<file path="src/rtl/qspim_pkg.sv">
`default_nettype none
// ============================================================================
// Module   : qspim_pkg
// Brief    : Shared types and constants for the QSPI master TX byte packer.
// Revision : 1.0
// ============================================================================
package qspim_pkg;

    typedef logic [1:0] resid_cnt_t;

    localparam logic [7:0] c_pad_byte = 8'h00;
    localparam int         c_lanes    = 4;

endpackage
`default_nettype wire

</file>
<file path="src/rtl/qspim_sfifo.sv">
`default_nettype none
// ============================================================================
// Module   : qspim_sfifo
// Brief    : Generic synchronous FIFO, power-of-two depth, synchronous clear.
// Revision : 1.0
// ============================================================================
module qspim_sfifo #(
    parameter int WIDTH = 32,
    parameter int DEPTH = 4
) (
    input  logic                     clk,
    input  logic                     rst,
    input  logic                     i_clr,
    input  logic                     i_push,
    input  logic [WIDTH-1:0]         i_wdata,
    input  logic                     i_pop,
    output logic [WIDTH-1:0]         o_rdata,
    output logic                     o_full,
    output logic                     o_empty,
    output logic [$clog2(DEPTH):0]   o_cnt
);

    localparam int              c_aw       = $clog2(DEPTH);
    localparam logic [c_aw:0]   c_full_cnt = DEPTH[c_aw:0];

    logic [WIDTH-1:0] r_mem [DEPTH];
    logic [c_aw-1:0]  r_wptr;
    logic [c_aw-1:0]  r_rptr;
    logic [c_aw:0]    r_cnt;
    logic             w_do_push;
    logic             w_do_pop;

    assign o_full    = (r_cnt == c_full_cnt);
    assign o_empty   = (r_cnt == '0);
    assign o_cnt     = r_cnt;
    assign o_rdata   = r_mem[r_rptr];

    // A push into a full FIFO stays blocked even when a pop frees a slot this cycle
    assign w_do_push = i_push & ~o_full & ~i_clr;
    assign w_do_pop  = i_pop & ~o_empty & ~i_clr;

    always_ff @(posedge clk) begin
        if (rst || i_clr) begin
            r_wptr <= '0;
            r_rptr <= '0;
            r_cnt  <= '0;
        end else begin
            if (w_do_push) begin
                r_wptr <= r_wptr + c_aw'(1);
            end
            if (w_do_pop) begin
                r_rptr <= r_rptr + c_aw'(1);
            end
            if (w_do_push && !w_do_pop) begin
                r_cnt <= r_cnt + (c_aw + 1)'(1);
            end else if (!w_do_push && w_do_pop) begin
                r_cnt <= r_cnt - (c_aw + 1)'(1);
            end
        end
    end

    always_ff @(posedge clk) begin
        if (w_do_push) begin
            r_mem[r_wptr] <= i_wdata;
        end
    end

endmodule
`default_nettype wire

</file>
<file path="src/rtl/qspim_tx_packer.sv">
`default_nettype none
// ============================================================================
// Module   : qspim_tx_packer
// Brief    : Packs byte-enabled bus writes MSB-first into 32-bit TX FIFO words.
//            Optional sticky error flags under macro QSPIM_TXP_ERRCHK_EN.
// Revision : 1.0
// ============================================================================
module qspim_tx_packer
    import qspim_pkg::*;
#(
    parameter int DEPTH = 4
) (
    input  logic                     clk,
    input  logic                     rst,
    input  logic                     flush,
    input  logic                     wr_en,
    input  logic [31:0]              wr_data,
    input  logic [3:0]               wr_be,
    input  logic                     wr_last,
    output logic                     wr_full,
    output logic [31:0]              txdata,
    output logic                     data_valid,
    input  logic                     data_ready,
    output logic [$clog2(DEPTH):0]   fifo_cnt,
    input  logic                     err_clr,
    output logic                     ovf_err,
    output logic                     udf_err
);

    logic [23:0] r_resid;
    resid_cnt_t  r_resid_cnt;
    logic        r_defer;
    logic [31:0] r_defer_word;

    logic [7:0]  w_bytes [8];
    logic [2:0]  w_pos;
    logic [31:0] w_full_word;
    logic [31:0] w_next_resid;
    logic        w_fifo_full;
    logic        w_fifo_empty;
    logic [31:0] w_fifo_rdata;
    logic        w_wr_acc;
    logic        w_word_done;
    logic        w_last_push;
    logic        w_wr_push;
    logic        w_defer_set;
    logic        w_defer_push;
    logic        w_push;
    logic [31:0] w_push_data;
    logic        w_pop;

    // Residual bytes sit at the front; enabled lanes are appended in lane order.
    // Unused residual bytes are always pad, so they can be loaded unconditionally.
    always_comb begin
        for (int i = 0; i < 8; i++) begin
            w_bytes[i] = c_pad_byte;
        end
        for (int i = 0; i < 3; i++) begin
            w_bytes[i] = r_resid[23-8*i -: 8];
        end
        w_pos = {1'b0, r_resid_cnt};
        for (int l = 0; l < c_lanes; l++) begin
            if (wr_be[l]) begin
                w_bytes[w_pos] = wr_data[8*l +: 8];
                w_pos          = w_pos + 3'd1;
            end
        end
    end

    assign w_full_word  = {w_bytes[0], w_bytes[1], w_bytes[2], w_bytes[3]};
    assign w_next_resid = w_pos[2] ? {w_bytes[4], w_bytes[5], w_bytes[6], c_pad_byte}
                                   : {w_bytes[0], w_bytes[1], w_bytes[2], c_pad_byte};

    assign wr_full      = w_fifo_full | r_defer;
    assign w_wr_acc     = wr_en & ~wr_full & ~flush;
    assign w_word_done  = w_pos[2];
    assign w_last_push  = wr_last & (w_pos[1:0] != 2'd0);
    assign w_wr_push    = w_wr_acc & (w_word_done | w_last_push);
    assign w_defer_set  = w_wr_acc & w_word_done & w_last_push;
    assign w_defer_push = r_defer & ~w_fifo_full & ~flush;
    assign w_push       = w_wr_push | w_defer_push;
    assign w_push_data  = r_defer     ? r_defer_word :
                          w_word_done ? w_full_word  : w_next_resid;
    assign w_pop        = data_ready & ~flush;

    always_ff @(posedge clk) begin
        if (rst || flush) begin
            r_resid      <= {3{c_pad_byte}};
            r_resid_cnt  <= '0;
            r_defer      <= 1'b0;
            r_defer_word <= '0;
        end else if (r_defer) begin
            if (w_defer_push) begin
                r_defer <= 1'b0;
            end
        end else if (w_wr_acc) begin
            if (w_last_push) begin
                r_resid     <= {3{c_pad_byte}};
                r_resid_cnt <= '0;
            end else begin
                r_resid     <= w_next_resid[31:8];
                r_resid_cnt <= w_pos[1:0];
            end
            // Full word goes out now; the padded tail waits one cycle
            if (w_defer_set) begin
                r_defer      <= 1'b1;
                r_defer_word <= w_next_resid;
            end
        end
    end

    qspim_sfifo #(
        .WIDTH (32),
        .DEPTH (DEPTH)
    ) u_fifo (
        .clk     (clk),
        .rst     (rst),
        .i_clr   (flush),
        .i_push  (w_push),
        .i_wdata (w_push_data),
        .i_pop   (w_pop),
        .o_rdata (w_fifo_rdata),
        .o_full  (w_fifo_full),
        .o_empty (w_fifo_empty),
        .o_cnt   (fifo_cnt)
    );

    assign data_valid = ~w_fifo_empty;
    assign txdata     = data_valid ? w_fifo_rdata : 32'h0;

`ifdef QSPIM_TXP_ERRCHK_EN
    logic r_ovf;
    logic r_udf;
    logic w_ovf_set;
    logic w_udf_set;

    assign w_ovf_set = wr_en & wr_full;
    assign w_udf_set = data_ready & ~data_valid;

    // A new error event in the same cycle as err_clr keeps the flag set
    always_ff @(posedge clk) begin
        if (rst) begin
            r_ovf <= 1'b0;
            r_udf <= 1'b0;
        end else begin
            if (w_ovf_set) begin
                r_ovf <= 1'b1;
            end else if (err_clr) begin
                r_ovf <= 1'b0;
            end
            if (w_udf_set) begin
                r_udf <= 1'b1;
            end else if (err_clr) begin
                r_udf <= 1'b0;
            end
        end
    end

    assign ovf_err = r_ovf;
    assign udf_err = r_udf;
`else
    logic w_unused_err_clr;

    assign w_unused_err_clr = err_clr;
    assign ovf_err          = 1'b0;
    assign udf_err          = 1'b0;
`endif

endmodule
`default_nettype wire

</file>
<file path="config.mk">
export PLATFORM = sky130hd
export DESIGN_NAME = qspim_tx_packer
export DESIGN_NICKNAME = d
export VERILOG_FILES = /design/src/rtl/qspim_pkg.sv /design/src/rtl/qspim_sfifo.sv /design/src/rtl/qspim_tx_packer.sv
export SDC_FILE = /design/constraint.sdc
export NUM_CORES = 1
export LEC_CHECK = 0
export ABC_AREA = 1
export CORE_MARGIN = 2
export CORE_UTILIZATION = 35
export DETAILED_ROUTE_END_ITERATION = 6
export PLACE_DENSITY = 0.63
export REMOVE_ABC_BUFFERS = 1
export SYNTH_ARGS = -nofsm -noshare
export SYNTH_HDL_FRONTEND = slang
export SYNTH_SLANG_ARGS = --single-unit
</file>
<file path="constraint.sdc">
create_clock -name clk -period 14.1 [get_ports clk]
set_input_delay 2.82 -clock clk [delete_from_list [all_inputs] [get_ports clk]]
set_output_delay 2.82 -clock clk [all_outputs]
set_load 0.005 [all_outputs]
</file>
==> results of run 1 <==
==> registers in the layout (all words and copies together), names as in the netlist, named ones only <==
signal	count
r_defer	1
r_resid	24
u_fifo.r_mem	128
u_fifo.r_rptr	2
u_fifo.r_wptr	2
r_resid_cnt	2
u_fifo.o_cnt	3
r_defer_word	24
==> worst paths after layout <==
check / slack (ns) / startpoint / end / depth (start not counted)
max: 6.59 / wr_be[1] / u_fifo.o_cnt[2] / 23
min: 0.46 / r_resid[11] / r_resid[11] / 2
max reg2reg: 9.08 / r_resid_cnt[0] / u_fifo.o_cnt[2] / 26
min reg2reg: 0.46 / r_resid[11] / r_resid[11] / 2
==> stage by stage <==
step	setup WS [ns]	std cells	hold slack, ns	instance area (µm²)
floorplan	7.29	1375	0.440	10300
global placement	6.30	1853	0.451	11700
detailed placement	6.24	1853	0.456	11700
CTS	6.69	1885	0.468	12200
global route	6.26	1885	0.483	12200
finish	6.59	1885	0.464	12200
==> logic make-up (layout without fill, tap and decap cells) <==
| group | after synthesis | count (layout) |
|---|---|---|
| AND/OR/NAND/NOR | 838 | 838 |
| AO/OA/AOI/OAI | 226 | 226 |
| flip-flops | 188 | 188 |
| buffers and inverters | 169 | 227 |
| adder cells (fa/ha/maj) | 14 | 14 |
| other | 1 | 2 |
==> layout make-up <==
type / count / area, µm²
clock inverter: 12 / 114
sequential: 188 / 5050
tap: 390 / 488
inverter: 107 / 402
clock buffer: 20 / 478
fill: 3006 / 17500
timing repair buffer: 88 / 856
multi-input combinational: 1080 / 4860
==> worst reg2reg max path, stage by stage (launching register included) <==
cell and delay [ns]:
dfxtp_1 0.54, inv_2 0.11, ha_1 0.37, nand2_2 0.15, nand2_1 0.09, ha_1 0.31
nand2_1 0.07, nand2_1 0.13, ha_1 0.28, or2_0 0.22, nand2_1 0.13, inv_2 0.13
ha_1 0.23, nand4_1 0.14, nand2_4 0.23, o21ai_1 0.22, inv_1 0.05, nand2_1 0.13
nand2_1 0.18, inv_1 0.10, ha_1 0.15, inv_1 0.07, fa_1 0.38, a21oi_1 0.14
o21ai_0 0.12, o21ai_0 0.19, a21oi_1 0.06
==> routing by layer <==
| layer | up-vias | track usage [%] |
|---|---|---|
| met5 | - | 0 |
| met4 | 0 | 5.98 |
| met3 | 35 | 4.11 |
| met2 | 299 | 32.1 |
| met1 | 4261 | 28.9 |
| li1 | 4784 | - |
==> report_power, final <==
part / total [µW] / internal [µW] / leakage, µW / switching, µW
registers: 603 / 601 / 0.00166 / 2.19
clock network: 476 / 254 / 0.000291 / 222
logic: 180 / 50.1 / 0.00292 / 130
==> cell usage in the layout (no fill, tap or decap), types with 23 or more instances in the layout <==
cell type	n
a21oi_1	76
clkdlybuf4s50_1	78
inv_1	80
dfxtp_1	59
nand3_1	140
nor2_1	184
edfxtp_1	128
inv_2	23
o21ai_0	120
nand2_1	468
==> metrics.txt, run 1 <==
status=completed; PwrDens=103 nW/µm²; number of core rows=between 60 and 70; number of global-route vias before repair=about 8600; Netlist cell types=36; Max clock buf depth=2; DR top layer=met4; final hold vios=0; Avg WL per Cell=17.0 µm; Tot Pwr=1260 µW; clk_skew=0.0170 ns; vias per cell=4.98; H-tree levels=4; clk slew on worst S/H paths=roughly 0.070 ns; register area share after synthesis=47.7%; TritonCTS buffer count=17; Leak=0.00488 µW; crit path cell chain=clkdlybuf4s50_1 > nand3_2 > nand2_2 > inv_1 > ha_1 > or2_0 > nand2_1 > inv_2 > ha_1 > nand4_1 > nand2_4 > o21ai_1 > inv_1 > nand2_1 > nand2_1 > inv_1 > ha_1 > inv_1 > fa_1 > a21oi_1 > o21ai_0 > o21ai_0 > a21oi_1; post-CTS setup buffers=0; Initial Util=35.6%; Syn Inst Count=1436; CP Data Arrival Time=7.84 ns; Hold Buf Count CTS=0; # setup viols final=0; first-pass GRT wire length=49.6 mm; max incr delay on CP=1.27 ns; setup TNS=0 ns; Final period util=53.3%; hpwl dp=22.7 mm; Fmax=133 MHz; most frequent cells after synthesis=468 x nand2_1, 189 x nor2_1, 140 x nand3_1; Rel. slew slack=19.2%; worst vdd ir=0.0000659 V; global placement routability congestion=0.977; DRC viols=0; Slew @ Worst Pin=1.21 ns; TritonRoute pass-1 iters=5; die width=roughly 180 µm; total die area=31600 µm²; Ys Warns=0; Root Driver=clkbuf_16; clk sinks=188; delay-heaviest family, CP=buffers and inverters; register bit total from synthesis=188; mux share of post-synthesis cell area=0%; layout cells sized above 1=6.89%; top cell type by total area after synthesis=edfxtp_1; worst path required time=14.42 ns; Crit path buffers/inverters=6; core area=29700 µm²; PostCTS Resize Cnt=0; initial antenna violation count=0; Avg Synthesized Cell Area=7.36 µm²; adder-cell share of the synthesized area=1.73%; Post-synth top flop=edfxtp_1; Async SR Flop Fraction=0%; synth top area cells=edfxtp_1 36%, nand2_1 17%, dfxtp_1 11%, nor2_1 6.7%, nand3_1 6.6%; CP Capture Type=register; port bufs=between 70 and 80; GRT Util Overall=between 20% and 30%; metal2 WL=14.4 mm; largest family of logic cells by synthesized area=simple AND/OR/NAND/NOR gates; Synth top area share=approximately 36%; RSZ-0062 raised after global routing=no; Hold WC Path Type=reg2reg; xor-xnor portion of the synthesized cell area=0%; routed via count=between 9000 and 10000; largest net degree at the start of global routing=66; Worst-Skew Late Latency=approximately 0.44 ns; Post-Syn Area=10600 µm²; Max-cap violations=0; DRT iter0 DRCs=840; Final #Nets=1539; count leader, synth=nand2_1; CP Max Fanout=29; fin. max-slew vios=0; Worst Setup Start Kind=primary input; Synth Area in Compound Gates=a little under an eighth; Final min period=7.51 ns; CTS tree=done; most used cell along the critical path=inv_1; Area Overhead vs Synth=15.8%; Final Util=41.2%; CP max stage cell=clkdlybuf4s50_1; total grt overflow=0; post-synthesis simple-gate area fraction=32.7%; height of the die=178 µm; Worst Path Class, Setup=in2reg; met3 wire length=2.04 mm; M1 wire length=approximately 15 mm; Diodes inserted=0; Routed WL=32.0 mm; I/O pin count=82; number of flops mapped to enable cells by yosys=128; antenna viol nets, final=0
Note: power is estimated with default switching activity, not from simulation.
==> inputs of run 2 (changes only) <==
Settings changed: PLACE_DENSITY 0.63 to 0.65.
Clock period 14.1 ns to 6.84 ns, I/O delays scaled along.
==> run 2 against run 1 <==
  * Power rose by 110%
  * Critical endpoint unchanged
  * Clock skew shrank 0.0069 ns
  * Clock power increased by 100%
  * Flip-flop and latch count is the same
  * Highest routed layer unchanged
  * Critical path depth grew 3
  * Via count up 1.3%
  * Cell count up 0.21%
  * Die area did not move
  * Critical path type unchanged
  * Sequential power increased by 110%
  * Non-clock buffer count rose by 4
==> metrics.txt, run 2 (synthesis results as in run 1) <==
worst r2r path cells=26 (unchanged); final hold vios=0 (unchanged); Final min period=5.54 ns; worst vdd ir=0.000140 V (+110%); I/O pin count=82 (unchanged); setup TNS=0 ns (unchanged); Leak=0.00489 µW (+0.19%); vias per cell=5.03 (+1.1%); layout cells sized above 1=7.00% (+0.12 points); global placement routability congestion=0.951 (-2.7%); CTS tree=done; Gate power share=14.0% (-0.3 points); DRC viols=0 (unchanged); clk sinks=188 (unchanged); die width=178 µm (unchanged); Hold WC Path Type=reg2reg; biggest regs=u_fifo.r_mem x128, r_defer_word x24, r_resid x24; port bufs=78 (unchanged); TritonCTS buffer count=17 (unchanged); Cell Int Power=1830 µW (+100%); Worst Setup Start Kind=primary input; clock power share=37.8% (about the same); status=completed; r2r setup slk=1.91 ns (-7.17 ns); # setup viols final=0 (unchanged); Avg WL per Cell=17.0 µm (+0.37%); routed via count=9500 (+1.3%); Max clock buf depth=2 (unchanged); Sw Ratio=29.1% (+0.96 points); most common cell after layout, fill and taps aside=nand2_1; largest net degree at the start of global routing=65 (-1.5%); worst setup path start=wr_be[0]; M2 GR Usage=32.3% (+0.11 points); Slew @ Worst Pin=0.855 ns (-0.353 ns); number of global-route vias before repair=8714 (+1.1%); Reg with most FFs=u_fifo.r_mem; Switch Pwr=750 µW (+110%); M3 GR Usage=3.58% (-0.54 points); clk slew on worst S/H paths=0.07 ns (about the same); PwrDens=210 nW/µm² (+100%); worst path required time=7.17 ns (-7.25 ns); Area Overhead vs Synth=16.0%; antenna viol nets, final=0 (unchanged); RSZ-0062 raised after global routing=no; Placed Area=11700 µm² (+0.26%); Hold Buf Count CTS=0 (unchanged); GRT Max-Usage Layer=met2; Rel. slew slack=42.6% (+23 points); Final #Nets=1543 (+0.26%); clk_skew=0.0100 ns (-0.00693 ns); Crit Reg-Reg Endpoint=u_fifo.o_cnt[2]; Routed WL=32.2 mm (+0.59%); CP Max Fanout=27 (-6.9%); H-tree levels=4 (unchanged); Fmax=180 MHz; total die area=31600 µm² (unchanged); GRT Util Overall=20.6% (-0.060 points); post-CTS setup buffers=0 (unchanged); number of core rows=63 (unchanged); Initial Util=35.6% (unchanged); sequential share of power=48.2% (+0.3 points); Max-cap violations=0 (unchanged); total grt overflow=0 (unchanged); Root Driver=clkbuf_16; Largest register FFs=128 (unchanged); Final period util=81.1%; core area=29700 µm² (unchanged); Worst Path Class, Setup=in2reg; Worst setup endpoint=u_fifo.o_cnt[2]; PostCTS Resize Cnt=0 (unchanged); Worst-Skew Late Latency=0.44 ns (about the same); post-route cell area=12300 µm² (+0.14%); RR Startpoint=r_resid_cnt[0]; CP Data Arrival Time=5.87 ns (-1.97 ns); initial antenna violation count=0 (unchanged); TritonRoute pass-1 iters=6 (+1); Diodes inserted=0 (unchanged); CP Capture Type=register; fin. max-slew vios=0 (unchanged); first-pass GRT wire length=49.5 mm (-0.13%); M1 GR Usage=28.6% (-0.36 points); most frequent cells in the layout=468 x nand2_1, 184 x nor2_1, 140 x nand3_1; DRT iter0 DRCs=1045 (+24%); height of the die=178 µm (unchanged); hpwl dp=22.8 mm (+0.50%)
-- run 2: changes by cell type in the layout (fill, tap and decap cells not counted), moves of 2 or more --
cell      before  now
inv_6          4    2
clkbuf_8       2    0
clkinv_8       0    3
buf_4         10   14
-- run 2: per-layer routing --
metal  part of all wire [%]  up-vias
li1                       -     4803
met1                     45     4288
met2                     45      363
met3                    7.5       46
met4                    2.3        0
met5                      0        -
-- run 2: worst min path at each step --
stage                          start           to  depth (start not counted)
floorplan           u_fifo.r_rptr[1]     register                          2
CTS                       r_resid[1]   r_resid[1]                          2
global route              r_resid[1]   r_resid[1]                          2
global placement         r_resid[10]  r_resid[10]                          2
detailed placement        r_resid[1]   r_resid[1]                          2
finish                   r_resid[15]  r_resid[15]                          2
-- run 2: through the flow --
step | total power, µW | hold WS (ns) | setup WS [ns] | instances | util [%]
4_1_cts | 2590 | 0.467 | 1.34 | 1889 | 41.3
3_3_place_gp | 1620 | 0.452 | 0.895 | 1857 | 39.3
2_1_floorplan | 1470 | 0.440 | 1.49 | 1375 | -
6_report | 2580 | 0.468 | 1.30 | 1889 | 41.3
5_1_grt | 2670 | 0.478 | 0.876 | 1889 | 41.3
3_5_place_dp | 1620 | 0.456 | 0.875 | 1857 | 39.3
-- run 2: final cells by class --
cell class                 instances  area (µm²)
fill                            3001       17500
sequential                       188        5050
multi-input combinational       1080        4860
timing repair buffer              92         886
tap                              390         488
clock buffer                      18         429
inverter                         107         402
clock inverter                    14         150
-- run 2: worst max-delay path: stages --
cell and delay (ns):
clkdlybuf4s50_1 0.66, inv_2 0.09, nand2_1 0.13, nand2_1 0.10, ha_1 0.29, nand2_1 0.07, nand2_1 0.11, ha_1 0.28
or2_0 0.22, nand2_1 0.10, inv_2 0.11, ha_1 0.24, nand4_1 0.14, nand2_4 0.22, o21ai_1 0.20, inv_1 0.05
nand2_1 0.13, nand2_1 0.20, inv_1 0.10, ha_1 0.15, inv_1 0.07, fa_1 0.38, a21oi_1 0.14, o21ai_0 0.11
o21ai_0 0.17, a21oi_1 0.05
-- run 2: power groups by stage --
| stage | logic, µW | registers [µW] | clock network (µW) |
|---|---|---|---|
| finish | 362 | 1240 | 975 |
| global route | 398 | 1240 | 1030 |
| CTS | 356 | 1240 | 989 |
| detailed placement | 355 | 1270 | 0 |
| global placement | 352 | 1270 | 0 |
| floorplan | 199 | 1270 | 0 |
==> inputs of run 3 (changes only) <==
Settings changed: PLACE_DENSITY 0.65 to 0.63.
Clock period 6.84 ns to 5.5 ns, I/O delays scaled along.
==> run 3 against run 2 <==
  * Flip-flop and latch count stayed put
  * Hold slack barely moved
  * Design area is 1.3% higher
  * Sequential power rose by 25%
  * Highest routed layer unchanged
==> metrics.txt, run 3 (synthesis results as in run 1) <==
status=completed; number of core rows=63 (unchanged); Final #Nets=1554 (+0.71%); PwrDens=263 nW/µm² (+25%); total die area=31600 µm² (unchanged); worst path required time=5.83 ns (-1.34 ns); Fmax=206 MHz; final hold vios=0 (unchanged); height of the die=178 µm (unchanged); layout cells sized above 1=7.68% (+0.68 points); TritonCTS buffer count=17 (unchanged); hpwl dp=23.0 mm (+0.83%); Diodes inserted=0 (unchanged); clk sinks=188 (unchanged); setup TNS=0 ns (unchanged); placed insts=1868 (+0.59%); Worst Path Class, Setup=in2reg; Final Util=41.8% (+0.52 points); worst vdd ir=0.000192 V (+37%); CTS tree=done; fin. max-slew vios=0 (unchanged); CP Data Arrival Time=5.19 ns (-0.68 ns); Hold Slack=0.468 ns (-0.000447 ns); DRT iter0 DRCs=849 (-19%); antenna viol nets, final=0 (unchanged); routed via count=9354 (-1.5%); Placed Area=11800 µm² (+1.1%); # setup viols final=0 (unchanged); RSZ-0062 raised after global routing=no; Rel. slew slack=29.1% (-13 points); M1 wire length=14.9 mm (+2.5%); Max-cap violations=0 (unchanged); most common cell after layout, fill and taps aside=nand2_1; Worst-Skew Late Latency=0.44 ns (about the same); metal2 WL=14.4 mm (-0.75%); total grt overflow=0 (unchanged); clk_skew=0.0100 ns (-0.0000386 ns); post-CTS setup buffers=0 (unchanged); CP Capture Type=register; die width=178 µm (unchanged); Area Overhead vs Synth=17.5%; largest net degree at the start of global routing=65 (unchanged); GRT Util Overall=20.5% (-0.039 points); Max clock buf depth=2 (unchanged); Initial Util=35.6% (unchanged); area occupied by multi-input gates=4860 µm² (unchanged); post-route cell area=12400 µm² (+1.3%); Routed WL=32.0 mm (-0.49%); initial antenna violation count=0 (unchanged); Slew @ Worst Pin=1.06 ns (+0.201 ns); FILL cells=3039 (+1.3%); Final period util=88.3%; H-tree levels=4 (unchanged); clk slew on worst S/H paths=0.07 ns (about the same); DRC viols=0 (unchanged); met3 wire length=2.16 mm (-10%); port bufs=78 (unchanged); biggest regs=u_fifo.r_mem x128, r_defer_word x24, r_resid x24; Hold WC Path Type=reg2reg; vias per cell=4.92 (-2.1%); CP Max Fanout=8 (-70%); global placement routability congestion=0.961 (+1.1%); Reg with most FFs=u_fifo.r_mem; first-pass GRT wire length=49.5 mm (-0.11%); core area=29700 µm² (unchanged); PostCTS Resize Cnt=0 (unchanged); Reg area=5050 µm² (unchanged); most frequent cells in the layout=468 x nand2_1, 184 x nor2_1, 140 x nand3_1; Root Driver=clkbuf_16; number of global-route vias before repair=8662 (-0.60%); fin cells=1900 (+0.58%); TritonRoute pass-1 iters=5 (-1); Avg WL per Cell=16.8 µm (-1.1%); I/O pin count=82 (unchanged); Hold Buf Count CTS=0 (unchanged); Final min period=4.86 ns; Leak=0.00496 µW (+1.6%); Largest register FFs=128 (unchanged); Worst Setup Start Kind=primary input; DR top layer=met4
[run 3: changes by cell type in the layout (fill, tap and decap cells not counted), sizes merged]
cell / delta
buf: +11
bufinv: +1
clkinv: -3
inv: +2
[run 3: worst paths after layout]
path | endpoint | depth (start not counted) | slack, ns | startpoint
setup / recovery | u_fifo.o_cnt[2] | 25 | 0.64 | wr_be[0]
hold / removal | r_resid[2] | 2 | 0.47 | r_resid[2]
setup reg to reg | u_fifo.o_cnt[2] | 25 | 1.02 | r_resid_cnt[0]
hold reg to reg | r_resid[2] | 2 | 0.47 | r_resid[2]
[run 3: area by class of cell]
type	count	share of cell area, %
inverters	107	3.23
flip-flops and latches	188	40.6
repair buffers	103	8.20
clock buffers	18	3.46
multi-input cells	1080	39.2
well taps	390	3.93
clock inverters	14	1.39
[run 3: through the flow]
step	setup slack, ns	total power, µW
after CTS	0.659	3280
final	0.643	3270
after global placement	0.244	2030
after global routing	0.251	3390
after floorplan	0.414	1820
after detailed placement	0.201	2040
[run 3: metal layers]
metal | up-vias | track usage (%)
li1 | 4819 | -
met1 | 4209 | 29.0
met2 | 291 | 32.0
met3 | 35 | 4.11
met4 | 0 | 5.40
met5 | - | 0
[run 3: critical path, cell delays in order]
cell and delay [ns]:
clkdlybuf4s50_1 0.64, inv_2 0.08, nand2_1 0.12, nand2_1 0.11, ha_1 0.29, nand2_1 0.07
nand2_1 0.10, ha_1 0.28, or2_0 0.22, nand2_1 0.10, inv_2 0.05, ha_1 0.26
o21ai_1 0.08, nand2_2 0.16, nand3_2 0.13, nand2_1 0.17, nand2_1 0.09, inv_1 0.07
ha_1 0.14, inv_1 0.07, fa_1 0.38, a21oi_1 0.14, o21ai_0 0.10, o21ai_0 0.17
a21oi_1 0.05
[run 3: where the power goes]
part           internal (µW)  total, µW  switching [µW]  leakage, µW
clock                    655       1250             599     0.000292
combinational            137        468             330      0.00301
sequential              1540       1550            6.35      0.00166
